`config.mk`:
```
export PLATFORM = sky130hd
export DESIGN_NAME = lock_chamber
export DESIGN_NICKNAME = d
export VERILOG_FILES = /design/src/rtl/lock_pkg.sv /design/src/rtl/level_stepper.sv /design/src/rtl/lock_chamber.sv
export SDC_FILE = /design/constraint.sdc
export NUM_CORES = 1
export LEC_CHECK = 0
export CAP_MARGIN = 20
export CORE_MARGIN = 2
export CORE_UTILIZATION = 53
export DETAILED_ROUTE_END_ITERATION = 10
export PLACE_DENSITY = 0.8
export SLEW_MARGIN = 25
export SYNTH_ARGS = -nofsm -noshare
export SYNTH_HDL_FRONTEND = slang
export SYNTH_HIERARCHICAL = 1
export SYNTH_SLANG_ARGS = --single-unit
```
`constraint.sdc`:
```
create_clock -name clk -period 2.8 [get_ports clk]
set_input_delay 0.56 -clock clk [delete_from_list [all_inputs] [get_ports clk]]
set_output_delay 0.56 -clock clk [all_outputs]
set_load 0.05 [all_outputs]
```
`src/rtl/lock_pkg.sv`:
```
// Shared types and default sizing for the canal lock controllers.
// The entry-gate bench reuses these defaults.
package lock_pkg;

  typedef enum logic [2:0] {
    LOW,
    FILL,
    HIGH,
    OPEN,
    DRAIN
  } lock_state_t;

  localparam int LEVEL_MAX_DEF   = 15;
  localparam int STEP_CYCLES_DEF = 4;

endpackage

```
`src/rtl/level_stepper.sv`:
```
// Prescaled, saturating up/down chamber level counter.
// at_max/at_min strobe on the step that lands on a bound.
import lock_pkg::*;

module level_stepper #(
  parameter int LEVEL_MAX   = LEVEL_MAX_DEF,
  parameter int STEP_CYCLES = STEP_CYCLES_DEF,
  localparam int LW = $clog2(LEVEL_MAX + 1)
) (
  input  logic          clk,
  input  logic          reset,
  input  logic          up,
  input  logic          down,
  input  logic          freeze,
  output logic [LW-1:0] level,
  output logic          at_max,
  output logic          at_min
);

  localparam int PW =
    (STEP_CYCLES > 1) ? $clog2(STEP_CYCLES) : 1;
  localparam logic [PW-1:0] PLAST =
    PW'(STEP_CYCLES - 1);
  localparam logic [LW-1:0] LMAX = LW'(LEVEL_MAX);
  localparam logic [LW-1:0] LONE = LW'(1);

  logic [PW-1:0] psc;
  logic          step;
  logic          top;
  logic          bot;

  assign step   = (up | down) & ~freeze & (psc == PLAST);
  assign top    = (level == LMAX);
  assign bot    = (level == '0);
  assign at_max = step & up & (level == LMAX - LONE);
  assign at_min = step & down & ~up & (level == LONE);

  always_ff @(posedge clk or negedge reset) begin
    if (!reset) begin
      psc   <= '0;
      level <= '0;
    end else if (!freeze) begin
      if (!(up | down) || step) psc <= '0;
      else psc <= psc + 1'b1;
      if (step & up & ~top)
        level <= level + LONE;
      else if (step & down & ~up & ~bot)
        level <= level - LONE;
    end
  end

endmodule

```
`src/rtl/lock_chamber.sv`:
```
// Chamber level and exit-gate controller for the canal lock.
// LOCK_ESTOP_EN adds an estop input that freezes all motion.
import lock_pkg::*;

module lock_chamber #(
  parameter int LEVEL_MAX   = LEVEL_MAX_DEF,
  parameter int STEP_CYCLES = STEP_CYCLES_DEF,
  localparam int LW = $clog2(LEVEL_MAX + 1)
) (
  input  logic          clk,
  input  logic          reset,
`ifdef LOCK_ESTOP_EN
  input  logic          estop,
`endif
  input  logic          occupied,
  input  logic          gate2_sw,
  output logic [LW-1:0] level,
  output logic          water_level,
  output logic          gate2_li,
  output logic          gate2_open,
  output logic          exited,
  output logic          filling,
  output logic          draining
);

  lock_state_t state;
  lock_state_t nxt;
  logic        frz;
  logic        at_max;
  logic        at_min;
  logic        li_q;
  logic        open_q;

`ifdef LOCK_ESTOP_EN
  assign frz = estop;
`else
  assign frz = 1'b0;
`endif

  level_stepper #(
    .LEVEL_MAX   (LEVEL_MAX),
    .STEP_CYCLES (STEP_CYCLES)
  ) u_step (
    .clk    (clk),
    .reset  (reset),
    .up     (state == FILL),
    .down   (state == DRAIN),
    .freeze (frz),
    .level  (level),
    .at_max (at_max),
    .at_min (at_min)
  );

  always_comb begin
    nxt = state;
    if (!frz) begin
      unique case (state)
        LOW:     if (occupied)  nxt = FILL;
        FILL:    if (at_max)    nxt = HIGH;
        HIGH:    if (gate2_sw)  nxt = OPEN;
        OPEN:    if (!gate2_sw) nxt = DRAIN;
        DRAIN:   if (at_min)    nxt = LOW;
        default:                nxt = LOW;
      endcase
    end
  end

  always_ff @(posedge clk or negedge reset) begin
    if (!reset) begin
      state       <= LOW;
      water_level <= 1'b1;
      li_q        <= 1'b0;
      open_q      <= 1'b0;
      exited      <= 1'b0;
      filling     <= 1'b0;
      draining    <= 1'b0;
    end else begin
      state       <= nxt;
      water_level <= (nxt == LOW);
      li_q        <= (nxt == HIGH);
      open_q      <= (nxt == OPEN);
      filling     <= (nxt == FILL);
      draining    <= (nxt == DRAIN);
      exited      <= (state == OPEN) && (nxt == DRAIN);
    end
  end

  // Gate permissions drop the moment estop rises.
  assign gate2_li   = li_q & ~frz;
  assign gate2_open = open_q & ~frz;

endmodule

```
==> results.json <==
{
  "yosys_warnings": 6,
  "synthesis.area_um2": 790,
  "initialDrtViolationCount": 3,
  "irDropWorstVdd_uv": 512,
  "async_flop_share_pct": 100,
  "intPower_w": 0.000479,
  "p_leak_nw": 0.461,
  "hold_depth": 1,
  "rows": 13,
  "post-place-cells": 107,
  "clock_sinks": 15,
  "maxCapViolCount": 0,
  "power-per-cell-area_mw_per_mm2": 867,
  "reg2reg_from": "state[0]",
  "place_congestion": 0.716,
  "finalCritPeriodShare_pct": 76.9,
  "synth-simple-area-share_pct": 22.7,
  "synth_edf_count": 0,
  "viasPerCell": 5.23,
  "cts_tree": "built",
  "fin_util_pct": 72.9,
  "hold_path.class": "flop to flop",
  "synth_area_per_cell_um2": 10.7,
  "synthCells": 74,
  "clock_skew_ns": 0.00416,
  "worstSetupStartpointType": "flop",
  "worstSetupPathType": "flop to output port",
  "fin_hold_ws_ns": 0.604,
  "grt_pass1_wl_um": 2520,
  "grt_pass1_vias": 586,
  "grt_max_degree": 16,
  "startpoint": "u_step/level[3]",
  "seq_area_frac_synth_pct": 47.7,
  "fin_setup_tns_ns": 0,
  "worstSetupEndpointType": "output port",
  "fillCellCount": 100,
  "synthAdderAreaFrac_pct": 7.92,
  "crit_path_max_incr_delay_ns": 0.84,
  "clock_latency_ns": 0.28,
  "grt_overflow_total": 0,
  "die_area_mm2": 0.00181,
  "rsz0062_at_grt": "false",
  "ys_types": 34,
  "min_from": "u_step/level[3]",
  "postRouteAntennaNets": 0,
  "fin_cells": 111,
  "hold_violations": 0,
  "wl_um": 1320,
  "io_buffers": 13,
  "final_cell_mix": "dfrtp_1 (14), clkdlybuf4s50_1 (13), nor2_1 (7)",
  "drt-pass1-iter-count": 3,
  "cts.repair.resized": 0,
  "required_ns": 2.24,
  "numCtsBuffers": 3,
  "rr_worst_depth": 7,
  "pwr-share-comb_pct": 46.5,
  "start_util_pct": 58.5,
  "cts-root-buf": "clkbuf_4",
  "fin_total_pwr_w": 0.000854,
  "synth_compound_area_share_pct": 16.6,
  "path_max_fanout": 7,
  "cp_slowest_cell": "clkdlybuf4s50_1",
  "relSlewSlack_pct": 56.9,
  "worst_pin_slew_ns": 0.645,
  "area_growth_syn_to_layout_pct": 24.7,
  "antenna_found_initial": 0,
  "clk_transition_reported_paths_ns": 0.09,
  "fmax_mhz": 464,
  "nets": 106,
  "fp.coreArea_mm2": 0.00135,
  "cts_setup_buffers": 0,
  "ys.flop_type": "dfrtp_1",
  "period_needed_ns": 2.15,
  "top_register": "u_step/level",
  "critPathBufInv": 1,
  "status": "finished, final reports clean",
  "top_regs": "u_step/level (4), state (3), u_step/psc (2)",
  "n_antenna_cell": 0,
  "p_seq_share_pct": 39.1,
  "via_count": 581,
  "synth_top_family_by_area": "simple AND/OR/NAND/NOR gates",
  "die_h_um": 42.6,
  "layout_commonest_cell": "dfrtp_1",
  "yosys_register_bits": 15,
  "setup_viol": 0,
  "pwr-share-clk_pct": 14.3,
  "htree_levels": 1,
  "hpwlAfterDp_um": 972,
  "grt_usage_pct": 18.5,
  "crit_chain": "clkdlybuf4s50_1",
  "io_pins": 14,
  "routedWlPerCell_um": 11.9,
  "synth.mux.area_fraction_pct": 0,
  "hold_buffers": 0,
  "arrival_ns": 1.59,
  "die_x_um": 42.6,
  "swShare_pct": 43.8,
  "synthXorXnorAreaFrac_pct": 2.22,
  "drc": 0,
  "path_depth": 1,
  "cts_buffer_depth": 2,
  "largest_register_ff_count": 4,
  "p_sw_w": 0.000374,
  "cp_top_family": "buffers and inverters",
  "slew_violations": 0,
  "layout-drive-gt1-share_pct": 12.5
}
-- Yosys cell counts (2+ instances only) --
| cell | n | area share (%) |
|---|---|---|
| nand2b_1 | 2 | 1.6 |
| nor2_1 | 7 | 3.3 |
| ha_1 | 5 | 7.9 |
| and3_1 | 2 | 1.6 |
| nand2_1 | 5 | 2.4 |
| inv_1 | 5 | 2.4 |
| o21ai_0 | 2 | 1.3 |
| o2bb2ai_1 | 2 | 2.2 |
| nor2b_1 | 4 | 3.2 |
| dfrtp_1 | 14 | 44 |
| a21oi_1 | 2 | 1.3 |
| nand3_1 | 2 | 1.3 |
-- cells by family (layout without fill, tap and decap cells) --
logic type,count (synthesis),after routing
and+or+nand+nor,31,31
AOI/OAI and AO/OA,15,15
DFF,15,15
adders and majority gates,5,5
buffers and inverters,5,22
xor gates and xnor gates,2,2
other,1,6
-- power groups by stage --
stage	registers (W)	clock network, W	logic, W
2_1_floorplan	0.000445	0	0.000174
3_3_place_gp	0.000336	0	0.000390
3_5_place_dp	0.000339	0	0.000398
4_1_cts	0.000335	0.000128	0.000399
5_1_grt	0.000348	0.000140	0.000440
6_report	0.000334	0.000122	0.000397
-- worst reg2reg max path: cells and delay by family, from the launching register on --
| kind | cells | cell delay, ns |
|---|---|---|
| flip-flops | 1 | 0.42 |
| AND/OR/NAND/NOR | 6 | 1.29 |
| AO/OA/AOI/OAI | 1 | 0.21 |
-- metal layers --
layer	track usage [%]	wire, um	up-vias
met2	26.8	549	11
met5	0	0	-
li1	-	-	305
met3	6.47	66	2
met4	5.63	14	0
met1	25.9	687	263
-- worst paths after layout --
| kind | slack (ns) | end |
|---|---|---|
| max in group asynchronous | 1.72 | u_step/psc[1] |
| min | 0.60 | u_step/level[3] |
| min reg2reg | 0.60 | u_step/level[3] |
| min in group asynchronous | 0.67 | gate2_open |
| max reg2reg | 0.83 | gate2_li |
| max | 0.65 | level[3] |
-- layout make-up --
| type | instances | area [um^2] | area share (%) |
|---|---|---|---|
| flip-flops and latches | 15 | 377 | 38.2 |
| clock inverters | 1 | 5.00 | 0.508 |
| clock buffers | 3 | 22.5 | 2.29 |
| repair buffers | 13 | 130 | 13.2 |
| inverters | 5 | 18.8 | 1.91 |
| well taps | 15 | 18.8 | 1.91 |
| multi-input cells | 59 | 413 | 41.9 |
-- stage by stage --
stage / setup WS, ns / instance area [um^2]
final: 0.646 / 985
after global routing: 0.481 / 985
after CTS: 0.635 / 985
after detailed placement: 0.864 / 957
after global placement: 0.948 / 957
after floorplan: 1.00 / 808
(Power assumes the default switching activity.)
